`config.mk`:
```
export PLATFORM = sky130hd
export DESIGN_NAME = npc_multicycle_ctrl
export DESIGN_NICKNAME = d
export VERILOG_FILES = /design/src/rtl/npc_multicycle_ctrl_pkg.sv /design/src/rtl/npc_wait_timer.sv /design/src/rtl/npc_multicycle_ctrl.sv
export SDC_FILE = /design/constraint.sdc
export NUM_CORES = 1
export LEC_CHECK = 0
export BUFFER_PORTS_ARGS = -buffer_cell sky130_fd_sc_hd__clkbuf_2
export CORE_MARGIN = 4
export CORE_UTILIZATION = 53
export DETAILED_ROUTE_END_ITERATION = 6
export HOLD_SLACK_MARGIN = 0.03
export PLACE_DENSITY = 0.89
export SETUP_SLACK_MARGIN = 0.15
export SYNTH_ARGS = -nofsm -noshare
export SYNTH_HDL_FRONTEND = slang
export SYNTH_HIERARCHICAL = 1
export SYNTH_SLANG_ARGS = --single-unit
```
`constraint.sdc`:
```
create_clock -name clk -period 3.57 [get_ports clk]
set_input_delay 0 -clock clk [delete_from_list [all_inputs] [get_ports clk]]
set_output_delay 0 -clock clk [all_outputs]
set_load 0.01 [all_outputs]
```
`src/rtl/npc_multicycle_ctrl_pkg.sv`:
```
// Shared constants for the NPC multi-cycle sequencer: FSM state encodings, halt codes and reset PC.
package npc_multicycle_ctrl_pkg;

    // HALT has no encoding of its own: the sticky halted flag freezes the FSM wherever it stopped.
    typedef enum logic [2:0] {
        S_IDLE   = 3'd0,
        S_FETCH  = 3'd1,
        S_FWAIT  = 3'd2,
        S_DECODE = 3'd3,
        S_EXEC   = 3'd4,
        S_MEM    = 3'd5,
        S_MWAIT  = 3'd6,
        S_WB     = 3'd7
    } state_t;

    typedef enum logic [1:0] {
        HALT_NONE    = 2'b00,
        HALT_EBREAK  = 2'b01,
        HALT_ILLEGAL = 2'b10,
        HALT_TIMEOUT = 2'b11
    } halt_code_t;

    localparam logic [31:0] RESET_PC_DEFAULT = 32'h8000_0000;

endpackage

```
`src/rtl/npc_wait_timer.sv`:
```
// Memory-transaction watchdog: cleared outside a transaction, counts while waiting, flags the last allowed cycle.
module npc_wait_timer #(
    parameter int TIMEOUT_CYCLES = 1024
) (
    input  logic clk,
    input  logic rst,
    input  logic clear,
    input  logic en,
    output logic expire
);

    localparam int W = (TIMEOUT_CYCLES > 0) ? $clog2(TIMEOUT_CYCLES + 1) : 1;
    localparam logic [W-1:0] LAST = W'((TIMEOUT_CYCLES > 0) ? TIMEOUT_CYCLES - 1 : 0);

    logic [W-1:0] count;

    always_ff @(posedge clk or negedge rst) begin
        if (!rst) begin
            count <= '0;
        end else if (clear) begin
            count <= '0;
        end else if (en) begin
            count <= count + W'(1);
        end
    end

    // Fires during the TIMEOUT_CYCLES-th waiting cycle so the FSM halts on that edge.
    assign expire = (TIMEOUT_CYCLES > 0) && en && (count == LAST);

endmodule

```
`src/rtl/npc_multicycle_ctrl.sv`:
```
// NPC multi-cycle sequencer: owns the PC, steps IFU->IDU->EXU->LSU->WB, counts cycles/retires, halts on faults.
module npc_multicycle_ctrl
    import npc_multicycle_ctrl_pkg::*;
#(
    parameter logic [31:0] RESET_PC       = RESET_PC_DEFAULT,
    parameter int          CNT_W          = 64,
    parameter int          TIMEOUT_CYCLES = 1024
) (
    input  logic             clk,
    input  logic             rst,
    output logic             imem_req_valid,
    input  logic             imem_req_ready,
    input  logic             imem_resp_valid,
    output logic             ir_we,
    input  logic             dec_is_load,
    input  logic             dec_is_store,
    input  logic             dec_ebreak,
    input  logic             dec_illegal,
    output logic             dmem_req_valid,
    output logic             dmem_req_we,
    input  logic             dmem_req_ready,
    input  logic             dmem_resp_valid,
    input  logic [31:0]      pc_next,
    output logic [31:0]      pc,
    output logic             pc_we,
    output logic             rf_we_en,
    output logic             halted,
    output logic [1:0]       halt_code,
    output logic [CNT_W-1:0] cycle_cnt,
    output logic [CNT_W-1:0] instret
);

    state_t state;
    logic   store_q;
    logic   in_wait;
    logic   expire;

    assign in_wait = !halted && (state == S_FETCH || state == S_FWAIT ||
                                 state == S_MEM   || state == S_MWAIT);

    npc_wait_timer #(
        .TIMEOUT_CYCLES(TIMEOUT_CYCLES)
    ) u_wait_timer (
        .clk   (clk),
        .rst   (rst),
        .clear (!in_wait),
        .en    (in_wait),
        .expire(expire)
    );

    // The instruction is only on the bus during the response cycle, so the IR latch strobe cannot be registered.
    assign ir_we = !halted && (state == S_FWAIT) && imem_resp_valid;

    always_ff @(posedge clk or negedge rst) begin
        if (!rst) begin
            state          <= S_IDLE;
            pc             <= RESET_PC;
            cycle_cnt      <= '0;
            instret        <= '0;
            halted         <= 1'b0;
            halt_code      <= HALT_NONE;
            imem_req_valid <= 1'b0;
            dmem_req_valid <= 1'b0;
            dmem_req_we    <= 1'b0;
            pc_we          <= 1'b0;
            rf_we_en       <= 1'b0;
            store_q        <= 1'b0;
        end else if (!halted) begin
            cycle_cnt <= cycle_cnt + CNT_W'(1);
            pc_we     <= 1'b0;
            rf_we_en  <= 1'b0;
            case (state)
                S_IDLE: begin
                    state          <= S_FETCH;
                    imem_req_valid <= 1'b1;
                end
                S_FETCH: begin
                    if (imem_req_ready) begin
                        imem_req_valid <= 1'b0;
                        state          <= S_FWAIT;
                    end else if (expire) begin
                        imem_req_valid <= 1'b0;
                        halted         <= 1'b1;
                        halt_code      <= HALT_TIMEOUT;
                    end
                end
                S_FWAIT: begin
                    if (imem_resp_valid) begin
                        state <= S_DECODE;
                    end else if (expire) begin
                        halted    <= 1'b1;
                        halt_code <= HALT_TIMEOUT;
                    end
                end
                S_DECODE: begin
                    if (dec_illegal) begin
                        halted    <= 1'b1;
                        halt_code <= HALT_ILLEGAL;
                    end else if (dec_ebreak) begin
                        halted    <= 1'b1;
                        halt_code <= HALT_EBREAK;
                        instret   <= instret + CNT_W'(1);
                    end else begin
                        state <= S_EXEC;
                    end
                end
                S_EXEC: begin
                    store_q <= dec_is_store;
                    if (dec_is_load || dec_is_store) begin
                        state          <= S_MEM;
                        dmem_req_valid <= 1'b1;
                        dmem_req_we    <= dec_is_store;
                    end else begin
                        state    <= S_WB;
                        pc_we    <= 1'b1;
                        rf_we_en <= 1'b1;
                    end
                end
                S_MEM: begin
                    if (dmem_req_ready) begin
                        dmem_req_valid <= 1'b0;
                        dmem_req_we    <= 1'b0;
                        state          <= S_MWAIT;
                    end else if (expire) begin
                        dmem_req_valid <= 1'b0;
                        dmem_req_we    <= 1'b0;
                        halted         <= 1'b1;
                        halt_code      <= HALT_TIMEOUT;
                    end
                end
                S_MWAIT: begin
                    if (dmem_resp_valid) begin
                        state    <= S_WB;
                        pc_we    <= 1'b1;
                        rf_we_en <= !store_q;
                    end else if (expire) begin
                        halted    <= 1'b1;
                        halt_code <= HALT_TIMEOUT;
                    end
                end
                S_WB: begin
                    pc             <= pc_next;
                    instret        <= instret + CNT_W'(1);
                    state          <= S_FETCH;
                    imem_req_valid <= 1'b1;
                end
                default: state <= S_IDLE;
            endcase
        end
    end

endmodule
```
-- Yosys cells after proc, flatten, opt, wreduce, memory -nomap -nowiden
Cells that the tools add are included.
- bits in registers: 183
- latch bits: 0
- RAM bits: 0
- bits in read-only memories: 0
- input bits: 42
- output and inout bits: 169
- logic and storage cells: 105
- memories kept: 0
- $add $sub $neg: 3
- multipliers: 0
- divide/modulo/power cells: 0
- $lt $le $gt $ge: 0
- equality and inequality tests: 23
- shifts and indexed selects: 0
- muxes and demuxes: 42
- bitwise logic cells: 1
- reductions and logical operators: 23
- operator list (kind ; number):
    $add 64x1->64 const B ; 2
    $mux 64 ; 2
    $pmux 64 s2 ; 1
    $ne 2x2->1 const B ; 12
    $pmux 3 s7 ; 1
    $mux 3 ; 6
    $mux 1 ; 16
    $mux 2 ; 8
    $reduce_and 7->1 ; 2
    $eq 3x3->1 const B ; 4
    $add 11x1->11 const B ; 1
    $eq 11x10->1 const B ; 1
    $mux 11 ; 1
    $pmux 1 s2 ; 5
    $pmux 2 s5 ; 1
    $ne 3x3->1 const B ; 3
    $reduce_and 4->1 ; 2
    $eq 3x2->1 const B ; 2
    $reduce_bool 2->1 ; 3
    $pmux 1 s5 ; 1
    $reduce_bool 5->1 ; 1
    $logic_and 1x1->1 ; 4
    $logic_or 1x1->1 ; 4
    $reduce_and 2->1 ; 2
    6 further kinds ; 7

-- Longest topological paths before layout
Gate-level depths: netlist (run 1).
- depth in word-level cells: 10
- depth in mapped cells: 11
- depth with buffers taken out: 9

-- Cells and area by module
The synthesis (run 1) kept the hierarchy.
- by module, submodules not included (module ; times used ; cells an instance ; area an instance (um2) ; seq. area each (um2)):
    npc_multicycle_ctrl ; 1 ; 699 ; 7762.4 ; 4305.4
    npc_wait_timer ; 1 ; 56 ; 564.3 ; 275.3

-- Worst setup path after synthesis (run 1)
No wires, ideal clock.
- kind: flip-flop to flip-flop
- start: reg halted
- end: reg halt_code[1]
- setup time: 0.099 ns
- arrival time: 2.478 ns
- data required time: 3.471 ns
- path slack: 0.992 ns
- stages on the path, launching flop included: 12
- buffers on the path: 3
- period minus slack after synthesis: 2.578 ns
- cell sequence: dfrtp_1 -> clkbuf_1 -> clkbuf_1 -> a21o_1 -> inv_1 -> buf_4 -> nand4_1 -> nor4_1 -> o21ai_0 -> a311oi_1 -> o22ai_1 -> a311oi_1
- word-level cells in the longest chain between the ends: 6
- elaborated cells between the ends (all ways): 11
- those cells by class: mux (6); bitwise (1); reduce/logical (4)
- ends and longest elaborated chain (element ; line ; RTL):
    from (decl) ; npc_multicycle_ctrl.sv:27 ; output logic halted,
    from (signal assigned) ; npc_multicycle_ctrl.sv:60 ; halted <= 1'b0;
    from (signal assigned) ; npc_multicycle_ctrl.sv:83 ; halted <= 1'b1;
    from (signal assigned) ; npc_multicycle_ctrl.sv:91 ; halted <= 1'b1;
    $logic_not 1->1 (*) ; n/a ;
    $logic_and 1x1->1 (*) ; npc_multicycle_ctrl.sv:38 ; assign in_wait = !halted && (state == S_FETCH || state == S_FWAIT ||
    net in_wait ; npc_multicycle_ctrl.sv:35 ; logic in_wait;
    $logic_and 1x1->1 (*) ; npc_wait_timer.sv:28 ; assign expire = (TIMEOUT_CYCLES > 0) && en && (count == LAST);
    net expire ; npc_multicycle_ctrl.sv:36 ; logic expire;
    $mux 2 (*) ; n/a ;
    $mux 2 (on tied branches) ; n/a ;
    $pmux 2 s5 (*) ; n/a ;
    to (signal assigned) ; npc_multicycle_ctrl.sv:61 ; halt_code <= HALT_NONE;
    to (signal assigned) ; npc_multicycle_ctrl.sv:84 ; halt_code <= HALT_TIMEOUT;
    to (signal assigned) ; npc_multicycle_ctrl.sv:92 ; halt_code <= HALT_TIMEOUT;
    to (decl) ; npc_multicycle_ctrl.sv:28 ; output logic [1:0] halt_code,
Mark *: on every way through the listed nets, which the timed path passes. The rest lies on a longest branch. The select of a mux whose other input is x is not followed.
A chain may end at the register's enable or synchronous reset.

-- Worst setup path after layout (run 1)
- start: reg state[1]
- end: reg halt_code[1]
- word-level cells in the longest chain between the ends: 9
- elaborated cells between the ends (all ways): 23
- those cells by class: eq/ne (10); mux (6); reduce/logical (7)
- ends and longest elaborated chain (element ; line ; RTL):
    from (decl) ; npc_multicycle_ctrl.sv:33 ; state_t state;
    from (signal assigned) ; npc_multicycle_ctrl.sv:56 ; state <= S_IDLE;
    from (signal assigned) ; npc_multicycle_ctrl.sv:74 ; state <= S_FETCH;
    from (signal assigned) ; npc_multicycle_ctrl.sv:80 ; state <= S_FWAIT;
    $eq 3x1->1 / $eq 3x2->1 (equally long branches) ; npc_multicycle_ctrl.sv:38 ;
    $logic_or 1x1->1 (2 in a row) ; npc_multicycle_ctrl.sv:38 ;
    $logic_or 1x1->1 (*) ; npc_multicycle_ctrl.sv:39 ; state == S_MEM || state == S_MWAIT);
    $logic_and 1x1->1 (*) ; npc_multicycle_ctrl.sv:38 ;
    net in_wait ; npc_multicycle_ctrl.sv:35 ;
    $logic_and 1x1->1 (*) ; npc_wait_timer.sv:28 ;
    net expire ; npc_multicycle_ctrl.sv:36 ;
    $mux 2 (*) ; n/a ;
    $mux 2 (on tied branches) ; n/a ;
    $pmux 2 s5 (*) ; npc_multicycle_ctrl.sv:72 ; case (state)
    to (signal assigned) ; npc_multicycle_ctrl.sv:84 ;
    to (signal assigned) ; npc_multicycle_ctrl.sv:92 ;
    to (signal assigned) ; npc_multicycle_ctrl.sv:98 ; halt_code <= HALT_ILLEGAL;
Marked as above.

==> qor.csv, run 1 <==
stage;metric;value;unit
power;p_leak;5.16;nW
timing;final_max_slew_viol_count;0;
grt;grt_pass1_wl;34400;um
critical_path;critPathBufInv;1;
critical_path;ff2ff_path_depth;9;
timing;fin_crit;3000;ps
clock_network;clk_path_buf_depth;2;
synth;synth_area_per_cell;11.0;um2
clock_network;clkTransAtPathRegs;60;ps
clock_network;cts.sinks;183;
placement;place.gp.congestion;0.887;
final_layout;num-nets-final;1057;
timing;fin_tns_setup;0;ps
synth;synth_top_family_by_area;simple AND/OR/NAND/NOR gates;
synth;synthAdderAreaFrac;0.451;%
synth;synth-edff-count;0;
synth;synth_xor_xnor_area_share;13.8;%
grt;grt_pass1_vias;6831;
routing;vias;6851;
final_layout;fin_area;10600;um2
routing;drt-total-wl;21100;um
power;ir_drop;0.000340;V
placement;dp_hpwl;14500;um
synth;yosysWarnings;6;
grt;grt_max_degree;116;
die;core;15300;um2
synth;syn_area;8330;um2
critical_path;worstSetupPathDepth;9;
placement;portBuffers;210;
synth;synth-compound-area-share;3.74;%
routing;final_antenna_net_count;0;
die;die_area;17800;um2
critical_path;end_kind;flip-flop;
critical_path;worstPathCellList;nand2b_1, a21o_1, inv_1, nand4_1, nor4_2, o21ai_0, a311oi_1, o22ai_1, a311oi_1;
timing;rsz0062_at_grt;no;
routing;wire_per_inst;17.0;um
outcome;status;finished clean;
clock_network;cts-buffers-inserted;17;
critical_path;crit_type;flip-flop to flip-flop;
clock_network;cts_root_buffer;clkbuf_16;
synth;synthMuxAreaShare;4.99;%
run;maxCapViolCount;0;
die;fp.dieH;133;um
die;start_util;54.4;%
final_layout;syn2layout_area_growth;27.5;%
critical_path;start_kind;flip-flop;
grt;antenna_found_initial;0;
power;powerDensity;520;nW/um2
die;pin_count;211;
routing;dr.pass1.iters;5;
routing;vias_per_cell;5.54;
critical_path;cpMaxStageDelayCell;dfrtp_1;
synth;syn_nets;800;
clock_network;htree_num_levels;4;
routing;drc;0;
clock_network;cts_tree;built;
clock_network;postCtsSetupRepairBufs;0;
timing;period_share;84.0;%
synth;async_flop_share;100;%
timing;setup_viol;0;
synth;synth_seq_area_share;55.0;%
final_layout;drive_above_1_share;28.5;%
timing;slew_headroom;32.1;%
critical_path;crit_top_cell;a311oi_1;
timing;finalHoldViolations;0;
synth;dominantRegCellSynth;dfrtp_1;
synth;synthSimpleGateAreaFrac;20.3;%
timing;tightest_slew;1020;ps
timing;skew;12.3;ps
placement;dpl_cell_area;9620;um2
critical_path;cp_data_arrival_time;3320;ps
grt;grt_util_all_layers;23.8;%
grt;globalRouteOverflowTotal;0;
critical_path;critPathRequiredTime;3890;ps
die;rows;45;
min_path;hold_path_depth;4;
routing;dr.first_iter.drc_count;593;
synth;ys_types;58;
critical_path;cpPeakStageDelay;550;ps
die;die_x;133;um
timing;fmax;334;MHz
critical_path;cp_max_fo;18;
synth;synth_cells;755;
synth;ys_ff_latch;183;
min_path;hold_class;primary input to flip-flop;
clock_network;clk_latency;420;ps
critical_path;crit_family;compound AO/OA/AOI/OAI gates;
[cells by family (layout without fill, tap and decap cells)]
logic type	after synthesis	in the layout
adder cells (fa/ha/maj)	3	3
XOR/XNOR	131	131
buffers and inverters	36	306
other	0	1
AO/OA/AOI/OAI	44	44
AND/OR/NAND/NOR	321	321
multiplexers	37	37
flip-flops	183	183
[cell usage after synthesis (all sizes together), types with 2 or more instances]
master | number | area (um2)
nor4 | 14 | 106
a21oi | 9 | 45.0
nor3 | 41 | 210
or4 | 3 | 22.5
a22oi | 2 | 15.0
nand2b | 5 | 31.3
and4 | 5 | 43.8
nor2b | 4 | 25.0
or3 | 5 | 31.3
ha | 3 | 37.5
nor2 | 61 | 229
and2 | 5 | 31.3
o221ai | 2 | 17.5
inv | 18 | 67.6
nand3 | 56 | 290
a311oi | 3 | 26.3
o31ai | 5 | 37.5
dfrtp | 182 | 4550
o22ai | 2 | 12.5
o21ai | 8 | 40.0
nand2 | 56 | 210
and3b | 2 | 17.5
or2 | 2 | 12.5
and3 | 14 | 87.6
buf | 7 | 33.8
xnor2 | 67 | 587
clkbuf | 11 | 41.3
and4b | 3 | 30.0
xor2 | 64 | 561
nand4 | 40 | 265
o21a | 2 | 15.0
mux2 | 36 | 405
[tightest hold or removal path: stages]
cell and delay, ps:
clkbuf_2 100, nor3_1 60, o21bai_1 150, a22o_1 180
[path summary, 6_finish.rpt]
kind | from | to | slack (ps)
setup / recovery | state[1] | halt_code[1] | 570
hold / removal | dec_is_load | rf_we_en | 100
setup reg to reg | state[1] | halt_code[1] | 570
hold reg to reg | instret[63] | instret[63] | 470
max in group asynchronous | rst | instret[10] | 2280
min in group asynchronous | rst | cycle_cnt[11] | 310
[layer usage]
layer | vias up | GRT usage [%] | share of wire (%)
li1 | 3161 | - | -
met1 | 3396 | 29.6 | 40
met2 | 267 | 41.3 | 52
met3 | 27 | 5.51 | 6.5
met4 | 0 | 7.60 | 1.5
met5 | - | 0 | 0
[sequential cells by signal (all words and copies together) (netlist names)]
register and flops:
cycle_cnt 64, imem_req_valid 1, halt_code 2, dmem_req_valid 1, pc_we 1, store_q 1
dmem_req_we 1, rf_we_en 1, instret 64, halted 1, pc 32, u_wait_timer/count 11
state 3
[placed cells by master, fill, tap and decap left out, types with 3 or more instances in the layout]
cell	count
or3_1	5
nor2_1	61
nor2b_1	4
inv_1	18
clkbuf_16	17
bufinv_16	3
nand3_1	54
o31ai_1	5
nor4_1	10
a311oi_1	3
mux2_2	36
and2_1	4
or4_1	3
dlygate4sd3_1	40
nor3_1	40
ha_1	3
dfrtp_1	182
nand2_1	56
clkbuf_2	209
buf_4	6
and4_1	5
nor4_2	4
xor2_1	64
a21oi_1	9
xnor2_1	67
and4b_1	3
clkbuf_1	5
o21ai_0	7
nand2b_1	5
nand4_1	39
and3_1	14
clkinv_2	3
[power by group]
group | total [mW] | switching [mW] | internal [mW]
sequential | 2.61 | 0.254 | 2.36
combinational | 1.00 | 0.518 | 0.485
clock | 1.91 | 0.770 | 1.14
[layout make-up]
class | instances | area (um2)
Inverter | 18 | 67.6
Timing Repair Buffer | 256 | 1500
Clock inverter | 8 | 121
Tap cell | 211 | 264
Fill cell | 1087 | 4690
Multi-Input combinational cell | 536 | 3610
Sequential cell | 183 | 4580
Antenna cell | 1 | 2.50
Clock buffer | 24 | 472
[what timing repair did]
item	in CTS	in global routing
setup endpoints to repair	0	1
hold buffers	40	0
resized for setup	0	1
endpoints found under the hold margin	150	0
[metrics by stage]
| stage | worst slack (ps) | hold WS [ps] | cells | util, % | power, mW |
|---|---|---|---|---|---|
| 2_1_floorplan | 992 | -296 | 755 | - | 3.12 |
| 3_3_place_gp | 635 | 220 | 1164 | 62.8 | 3.53 |
| 3_5_place_dp | 476 | 226 | 1164 | 62.8 | 3.58 |
| 4_1_cts | 383 | 71.1 | 1236 | 69.3 | 5.52 |
| 5_1_grt | 289 | 124 | 1236 | 69.3 | 5.76 |
| 6_report | 572 | 104 | 1237 | 69.3 | 5.52 |
No activity file was read; power rests on OpenSTA's default activity.
==> run 2, diff against run 1 <==
--- a/config.mk
+++ b/config.mk
@@ -7,10 +7,10 @@
 export LEC_CHECK = 0
 export BUFFER_PORTS_ARGS = -buffer_cell sky130_fd_sc_hd__clkbuf_2
 export CORE_MARGIN = 4
-export CORE_UTILIZATION = 53
+export CORE_UTILIZATION = 48
 export DETAILED_ROUTE_END_ITERATION = 6
 export HOLD_SLACK_MARGIN = 0.03
-export PLACE_DENSITY = 0.89
+export PLACE_DENSITY = 0.85
 export SETUP_SLACK_MARGIN = 0.15
 export SYNTH_ARGS = -nofsm -noshare
 export SYNTH_HDL_FRONTEND = slang
==> constraint.sdc (replaced) <==
create_clock -name clk -period 2.65 [get_ports clk]
set_input_delay 0 -clock clk [delete_from_list [all_inputs] [get_ports clk]]
set_output_delay 0 -clock clk [all_outputs]
set_load 0.01 [all_outputs]
==> run 2 against run 1 <==
Against the previous run: clock power is 31% higher; setup slack worse by 260 ps; fmax is 28% higher; highest routed layer unchanged; routed wire length is 0.80% lower; first-iteration DRC count is 20% lower; non-clock buffer count is 11 higher; die area is 9.8% higher; clock-buffer cell count is 1 lower; core utilization is 5.6 points lower; power is 34% higher; clock skew is 3.0 ps lower.
==> qor.csv, run 2 (synthesis results as in run 1) <==
stage;metric;value;unit;change
outcome;status;finished clean;;unchanged
timing;setup_viol;0;;unchanged
grt;grt_util_all_layers;21.6;%;was 23.8%
critical_path;critPathBufInv;1;;unchanged
placement;portBuffers;210;;unchanged
final_layout;nFillCells;1288;;was 1087
placement;dp_hpwl;14800;um;was 14500 um
final_layout;finalNonFillerCells;1256;;was 1237
routing;dr.first_iter.drc_count;472;;was 593
critical_path;crit_type;flip-flop to flip-flop;;unchanged
run;maxCapViolCount;0;;unchanged
placement;dpl_cell_area;9720;um2;was 9620 um2
clock_network;clk_latency;420;ps;about the same
clock_network;clkTransAtPathRegs;70;ps;was 60 ps
final_layout;drive_above_1_share;29.7;%;was 28.5%
final_layout;num-nets-final;1068;;was 1057
timing;fin_crit;2340;ps;was 3000 ps
routing;wire_per_inst;16.7;um;was 17.0 um
routing;vias_per_cell;5.53;;was 5.54
routing;dr.pass1.iters;5;;unchanged
placement;place.gp.congestion;0.862;;was 0.887
critical_path;worstSetupPathDepth;6;;was 9
final_layout;final_common_cell;clkbuf_2;;unchanged
final_layout;final_cell_mix;clkbuf_2 (209), dfrtp_1 (181), xnor2_1 (67), xor2_1 (64), nor2_1 (61);;was clkbuf_2 (209), dfrtp_1 (182), xnor2_1 (67), xor2_1 (64), nor2_1 (61)
timing;period_share;88.4;%;was 84.0%
final_layout;syn2layout_area_growth;28.8;%;was 27.5%
die;rows;47;;was 45
grt;antenna_found_initial;0;;unchanged
min_path;hold_class;primary input to async pin;;was primary input to flip-flop
power;ir_drop;0.000453;V;was 0.000340 V
critical_path;start_kind;flip-flop;;unchanged
die;die_x;140;um;was 133 um
final_layout;antenna_cells;0;;was 1
clock_network;cts-buffers-inserted;17;;unchanged
clock_network;clk_path_buf_depth;2;;unchanged
timing;finalHoldViolations;0;;unchanged
critical_path;cp_data_arrival_time;2680;ps;was 3320 ps
clock_network;cts_root_buffer;clkbuf_16;;unchanged
grt;globalRouteOverflowTotal;0;;unchanged
routing;drc;0;;unchanged
power;p_leak;5.21;nW;was 5.16 nW
routing;vias;6941;;was 6851
final_layout;multiInputGateArea;3610;um2;about the same
die;pin_count;211;;unchanged
clock_network;cts.sinks;183;;unchanged
clock_network;cts_tree;built;;unchanged
timing;rsz0062_at_grt;yes;;was no
timing;holdWs;166;ps;was 104 ps
timing;fin_tns_setup;0;ps;unchanged
timing;final_max_slew_viol_count;0;;unchanged
final_layout;fin_area;10700;um2;was 10600 um2
critical_path;cp_max_fo;11;;was 18
critical_path;cpPeakStageDelay;500;ps;was 550 ps
routing;drt-total-wl;20900;um;was 21100 um
timing;skew;9.37;ps;was 12.3 ps
power;powerDensity;688;nW/um2;was 520 nW/um2
critical_path;cpMaxStageDelayCell;dfrtp_1;;unchanged
timing;tightest_slew;675;ps;was 1020 ps
grt;grt_pass1_wl;35100;um;was 34400 um
grt;grt_max_degree;72;;was 116
critical_path;ff2ff_path_depth;6;;was 9
routing;final_antenna_net_count;0;;unchanged
grt;grt_pass1_vias;6989;;was 6831
placement;numPlacedInstances;1182;;was 1164
die;die_area;19500;um2;was 17800 um2
critical_path;crit_family;simple AND/OR/NAND/NOR gates;;was compound AO/OA/AOI/OAI gates
clock_network;htree_num_levels;4;;unchanged
final_layout;top_regs;cycle_cnt x64, instret x64, pc x32;;unchanged
final_layout;regArea;4580;um2;about the same
timing;fmax;427;MHz;was 334 MHz
critical_path;end_kind;flip-flop;;unchanged
critical_path;worstPathCellList;and3b_1, o2111a_1, nand4_1, buf_4, nor3_1, xor2_1;;was nand2b_1, a21o_1, inv_1, nand4_1, nor4_2, o21ai_0, a311oi_1, o22ai_1, a311oi_1
critical_path;critPathRequiredTime;2990;ps;was 3890 ps
die;fp.dieH;140;um;was 133 um
power;totalPowerFinal;7.38;mW;was 5.52 mW
die;core;16800;um2;was 15300 um2
timing;slew_headroom;55.0;%;was 32.1%
die;start_util;49.5;%;was 54.4%
## run 2: cell count changes in the layout (fill, tap and decap cells not counted), sizes merged
| cell | change |
|---|---|
| diode | -1 |
| bufinv | -2 |
| buf | +10 |
| clkinvlp | +1 |
| dlygate4sd3 | +1 |
| inv | +2 |
| clkbuf | -1 |
## run 2: area by class of cell
cell class | count | share of cell area [%]
clock buffer | 23 | 4.64
timing repair buffer | 267 | 14.9
tap | 220 | 2.57
clock inverter | 9 | 0.840
multi-input combinational | 536 | 33.7
sequential | 183 | 42.7
inverter | 18 | 0.630
## run 2: repair_timing
item                                    4_1_cts  5_1_grt
hold endpoints to repair                    105        0
endpoints found under the setup margin        0       12
gates resized for setup                       0        2
buffers inserted                              0        1
hold buffers                                 41        0
## run 2: report_power, final
part / total (mW) / leakage (nW) / switching [mW] / internal [mW]
Combinational: 1.37 / 2.52 / 0.707 / 0.667
Sequential: 3.50 / 2.41 / 0.320 / 3.18
Clock: 2.50 / 0.286 / 1.08 / 1.43
Total: 7.38 / 5.21 / 2.10 / 5.28
## run 2: through the flow
step	utilization [%]	setup WS, ps
floorplan	-	175
global placement	57.8	396
detailed placement	57.8	293
CTS	63.7	261
global route	63.8	95.1
finish	63.8	308
## run 2: routing by layer
metal	vias up	wire length, um	part of all wire (%)	GRT usage [%]
met5	-	0	0	0
met4	0	313	1.5	6.22
met2	257	10800	51	37.2
li1	3194	-	-	-
met3	26	1260	6.0	4.46
met1	3464	8600	41	27.8
## run 2: path summary, 6_finish.rpt
| check | from | to | slack (ps) |
|---|---|---|---|
| worst max-delay path | halted | instret[50] | 310 |
| worst min-delay path | rst | cycle_cnt[13] | 170 |
| worst max register to register | halted | instret[50] | 310 |
| worst min register to register | cycle_cnt[63] | cycle_cnt[63] | 490 |
| max in group asynchronous | rst | cycle_cnt[33] | 1680 |
| min in group clk | imem_resp_valid | halted | 170 |
## run 2: worst reg2reg max path, cell delays in order, from the launching register on
cell and delay, ps:
dfrtp_1 500, and3b_1 360, o2111a_1 470, nand4_1 230, buf_4 250, nor3_1 270, xor2_1 190
